<file path="src/rtl/vcbu_chain_re_if.sv">
// Bus bundle for the cascadable up-counter: the enables and load data go in,
// the counter state and the terminal flags come out.
interface vcbu_chain_re_if #(
  parameter int unsigned M = 4,
  parameter int unsigned N = 4
);
  logic         ce;
  logic         l;
  logic [M*N-1:0] di;
  logic [M*N-1:0] Q;
  logic [N-1:0] DTC;
  logic         TC;
  logic         CEO;

  modport master (output ce, l, di, input Q, DTC, TC, CEO);
  modport slave  (input ce, l, di, output Q, DTC, TC, CEO);
endinterface

</file>
<file path="src/rtl/vcbu_chain_re.sv">
// Cascadable multi-digit up-counter (per-digit modulus MOD) with synchronous
// clear, parallel load and count enable. TC/CEO let instances be chained.
module vcbu_chain_re #(
  parameter int unsigned M   = 4,
  parameter int unsigned N   = 4,
  parameter int unsigned MOD = 10
) (
  input  logic            clk,
  input  logic            r,
  vcbu_chain_re_if.slave  bus
);

  localparam logic [M-1:0] TERM = M'(MOD - 1);

  logic [M*N-1:0] q_q;
  logic [M*N-1:0] q_d;
  logic [N-1:0]   dtc;
  logic [N-1:0]   adv;

  // Per-digit terminal flags; an out-of-range digit is never terminal.
  always_comb begin
    dtc = '0;
    for (int unsigned k = 0; k < N; k++) begin
      dtc[k] = (q_q[k*M +: M] == TERM);
    end
  end

  // Carry chain: digit k advances only when every lower digit is terminal.
  // A running AND keeps the chain combinational within one cycle.
  always_comb begin
    logic carry;
    adv   = '0;
    carry = 1'b1;
    for (int unsigned k = 0; k < N; k++) begin
      adv[k] = carry;
      carry  = carry & dtc[k];
    end
  end

  // Next state with priority reset > load > count.
  always_comb begin
    q_d = q_q;
    if (r) begin
      q_d = '0;
    end else if (bus.l) begin
      q_d = bus.di;
    end else if (bus.ce) begin
      for (int unsigned k = 0; k < N; k++) begin
        if (adv[k]) begin
          if (q_q[k*M +: M] >= TERM) begin
            q_d[k*M +: M] = '0;
          end else begin
            q_d[k*M +: M] = q_q[k*M +: M] + 1'b1;
          end
        end
      end
    end
  end

  // State register.
  always_ff @(posedge clk) begin
    q_q <= q_d;
  end

  assign bus.Q   = q_q;
  assign bus.DTC = dtc;
  assign bus.TC  = &dtc;
  assign bus.CEO = bus.ce & (&dtc);

endmodule

</file>
<file path="src/flat_wrapper.sv">
// flat-port wrapper written by rule: the top's interface ports become plain ports
module vcbu_chain_re_flat 
#(
  parameter int unsigned M   = 4,
  parameter int unsigned N   = 4,
  parameter int unsigned MOD = 10
)
  (clk, r, bus_ce, bus_l, bus_di, bus_Q, bus_DTC, bus_TC, bus_CEO);
  vcbu_chain_re_if #(.M(M), .N(N)) bus_i ();
  input  logic clk;
  input  logic r;
  input wire logic [$bits(bus_i.ce)-1:0] bus_ce;
  input wire logic [$bits(bus_i.l)-1:0] bus_l;
  input wire logic [$bits(bus_i.di)-1:0] bus_di;
  output wire logic [$bits(bus_i.Q)-1:0] bus_Q;
  output wire logic [$bits(bus_i.DTC)-1:0] bus_DTC;
  output wire logic [$bits(bus_i.TC)-1:0] bus_TC;
  output wire logic [$bits(bus_i.CEO)-1:0] bus_CEO;
  assign bus_i.ce = bus_ce;
  assign bus_i.l = bus_l;
  assign bus_i.di = bus_di;
  assign bus_Q = bus_i.Q;
  assign bus_DTC = bus_i.DTC;
  assign bus_TC = bus_i.TC;
  assign bus_CEO = bus_i.CEO;
  vcbu_chain_re #(.M(M), .N(N), .MOD(MOD)) u_core (.clk(clk), .r(r), .bus(bus_i));
endmodule
</file>
<file path="config.mk">
export PLATFORM = sky130hd
export DESIGN_NAME = vcbu_chain_re_flat
export DESIGN_NICKNAME = d
export VERILOG_FILES = /design/src/rtl/vcbu_chain_re_if.sv /design/src/rtl/vcbu_chain_re.sv /design/src/flat_wrapper.sv
export SDC_FILE = /design/constraint.sdc
export NUM_CORES = 1
export LEC_CHECK = 0
export CAP_MARGIN = 20
export CORE_UTILIZATION = 40
export DETAILED_ROUTE_END_ITERATION = 6
export PLACE_DENSITY = 0.75
export SLEW_MARGIN = 20
export SYNTH_ARGS = -nofsm -noshare
export SYNTH_HDL_FRONTEND = slang
export SYNTH_SLANG_ARGS = --single-unit
</file>
<file path="constraint.sdc">
create_clock -name clk -period 1.5 [get_ports clk]
set_input_delay 0.15 -clock clk [delete_from_list [all_inputs] [get_ports clk]]
set_output_delay 0.15 -clock clk [all_outputs]
set_load 0.01 [all_outputs]
</file>
==> impl_metrics.ini <==
[route]
routed_wire_length_per_instance_um = 16.1
total_via_count_after_detailed_routing = 1421
routed_via_density = 5.53
detailedRoute.firstIterationViolations = 49
route.final.wire_length_um = 4140
remaining_drc_errors = 6
drt_pre_antenna_iters = 6
number_of_routed_nets_with_antenna_violations = 0

[floorplan]
pin_count = 42
fp.dieH_um = 56.8
core_area_um2 = 2810
starting_density_of_the_core_pct = 42.9
die_area_um2 = 3230
die_width_um = 56.8
row_count = 19

[worst_setup_path]
endpoint_kind = flip-flop
critical_path.startpoint_type = flip-flop
ff2ff_setup_slack_ns = -0.15
worst_ep_arrival_time_ns = 1.88
largest_incremental_delay_on_the_critical_path_ns = 0.39
worst-r2r-cell-count = 6
startpoint = u_core.bus.Q[9]
reg2reg_to = u_core.bus.Q[10]
beginning_of_the_worst_register_to_register_path = u_core.bus.Q[9]
cp.depth = 6
worst_path_dominant_cell_family = simple AND/OR/NAND/NOR gates
worst-setup-path-type = flip-flop to flip-flop
critical_path.slowest_cell = or3b_4
timing.critical_path.to = u_core.bus.Q[10]
critical_path.max_fanout = 3
crit_path_cell_trace = inv_4 > ha_4 > or3b_4 > a2111oi_4 > nand3b_1 > a21oi_1
cp.buffers_inverters = 1
cp.required_ns = 1.73

[timing]
finalClockSkew_ns = 0.00803
max_freq_mhz = 606
setup_slack_ns = -0.149
worst_pin_slew_ns = 0.420
slew-limit-headroom_pct = 71.9
final_hold_viol_count = 0
period_needed_ns = 1.65
timing.setup.tns_ns = -1.24
report.final.setup_viol = 14
rsz0062_at_grt = yes
final_max_slew_viol_count = 0
final.period_utilization_pct = 110

[cts]
clk_transition_reported_paths_ns = 0.11
clock_sinks = 16
clkLatencyLatePin_ns = 0.30
numCtsBuffers = 3
cts_hold_buf = 0
cts-root-buf = clkbuf_4
tritoncts_clock_tree = built
cts_max_path_buffers = 2
htree_num_levels = 1

[global_routing]
first_global_vias = 1423
grt_antenna_before_repair = 0
grt-ovfl-total = 0
grt_start_max_net_pins = 17
gr-usage-all-layers_pct = 26.3
grt_first_pass_wirelength_um = 6460

[pwr]
design_power_total_mw = 1.26
vdd_drop_max_v = 0.000637
power-per-cell-area_nw_per_um2 = 562
total_leakage_power_nw = 1.08

[placement]
dp_hpwl_um = 3070
portBuffers = 41
gp_congestion = 0.997

[final_layout]
share_of_post_route_cells_with_drive_strength_above_1_pct = 45.1
antenna_fix_cells = 0
area_growth_pct = 86.2
num-nets-final = 259
largest_register_ff_count = 16

[synth]
synth-edff-count = 0
yosys_warnings = 0
ys_seq_area_share_pct = 26.6
synth_top_area_share_pct = 26.6
async_reset_ff_share_pct = 0
syn_area_um2 = 1200
synth_nets = 177
synth.lib_cells_used.distinct = 42
syn_avg_cell_area_um2 = 8.29
synthDominantAreaCellType = dfxtp_1
netlist_instances = 145
synth_top_flop_cell = dfxtp_1
synth_seq_cells = 16
synth.top_cells.by_area = dfxtp_1, ha_1, inv_1

[min_path]
worstHoldPathType = input pin to flip-flop

[run_status]
result_of_the_run = complete, but fails checks
failed_checks = design-rule violations, negative setup slack

[flow_run]
maxCapViolations = 0
-- metrics by stage --
step	worst slack, ns	cells	area, um^2	hold slack (ns)	util (%)
after detailed placement	-0.280	246	1970	0.554	70.2
after global routing	-0.221	257	2240	0.410	79.8
after global placement	-0.234	246	1970	0.540	70.2
final	-0.149	257	2240	0.407	79.8
after CTS	-0.152	255	2160	0.413	77.0
after floorplan	-0.123	145	1270	0.268	-
-- worst min-delay path, cell delays in order --
cell and delay [ns]:
clkdlybuf4s50_1 0.39, nor2_1 0.08, nor3_1 0.05
-- power by group --
part	total [mW]	internal, mW	switching [mW]
clock	0.301	0.148	0.153
combinational	0.483	0.269	0.215
sequential	0.474	0.449	0.0249
total	1.26	0.866	0.393
-- per-layer routing --
metal	wire (um)	global-route usage, %	part of all wire [%]
met4	89	9.06	2.1
met3	182	5.07	4.4
met5	0	0	0
met2	2170	48.8	52
met1	1700	29.6	41
-- layout make-up --
class,count,area [um^2]
inverters,15,66.3
fillers,169,567
flip-flops and latches,16,349
clock buffers,4,36.3
well taps,31,38.8
repair buffers,84,763
multi-input cells,107,985
-- cells in the final DEF, fill, tap and decap left out, types with 3 or more instances in the layout --
cell type / netlist / layout
a21oi_1: 9 / 4
a21oi_2: 0 / 4
a22oi_1: 3 / 3
a31oi_1: 5 / 5
buf_2: 2 / 5
buf_4: 0 / 35
buf_6: 0 / 8
clkbuf_4: 0 / 3
clkdlybuf4s50_1: 0 / 23
dfxtp_1: 16 / 7
dfxtp_4: 0 / 7
dlygate4sd2_1: 0 / 4
dlymetal6s2s_1: 0 / 8
ha_1: 12 / 5
ha_4: 0 / 7
inv_1: 15 / 6
inv_2: 0 / 5
inv_4: 0 / 4
nand2_1: 13 / 13
nand2b_1: 4 / 4
nand3_1: 7 / 6
nor2_1: 12 / 11
nor3_1: 4 / 3
or3b_4: 1 / 4
-- synth_stat cells (all sizes together) (2+ instances only) --
master and n:
a2111oi 2, a211oi 2, a21oi 9, a221oi 3, a22oi 3, a31oi 5
buf 2, clkbuf 5, dfxtp 16, ha 12, inv 15, mux2 2
nand2 13, nand2b 4, nand3 7, nand3b 3, nand4b 2, nor2 12
nor3 5, nor4b 2, o21a 2, o21ai 2, or3b 4
-- kinds of logic (layout without fill, tap and decap cells) --
| family | Yosys count | count (layout) | share of synthesized area, % |
|---|---|---|---|
| AO/OA/AOI/OAI | 36 | 36 | 23.0 |
| XOR/XNOR | 1 | 1 | 0.729 |
| adder cells (fa/ha/maj) | 12 | 12 | 12.5 |
| buffers and inverters | 22 | 103 | 7.18 |
| multiplexers | 3 | 3 | 2.71 |
| AND/OR/NAND/NOR | 55 | 55 | 27.3 |
| flip-flops | 16 | 16 | 26.6 |
-- worst min path at each step --
stage	from	endpoint	slack, ns	cells past startpoint
2_1_floorplan	bus_di[14]	u_core.bus.Q[14]	0.27	2
4_1_cts	bus_di[5]	u_core.bus.Q[5]	0.41	3
3_3_place_gp	u_core.bus.Q[0]	u_core.bus.Q[0]	0.54	3
3_5_place_dp	u_core.bus.Q[0]	u_core.bus.Q[0]	0.55	3
6_report	bus_di[6]	u_core.bus.Q[6]	0.41	3
5_1_grt	bus_di[15]	u_core.bus.Q[15]	0.41	3
-- repair_timing --
action	4_1_cts	5_1_grt
buffers inserted	6	2
setup endpoints to repair	23	27
pin swaps	19	13
gates resized for setup	60	25
Note: power is estimated with default switching activity, not from simulation.
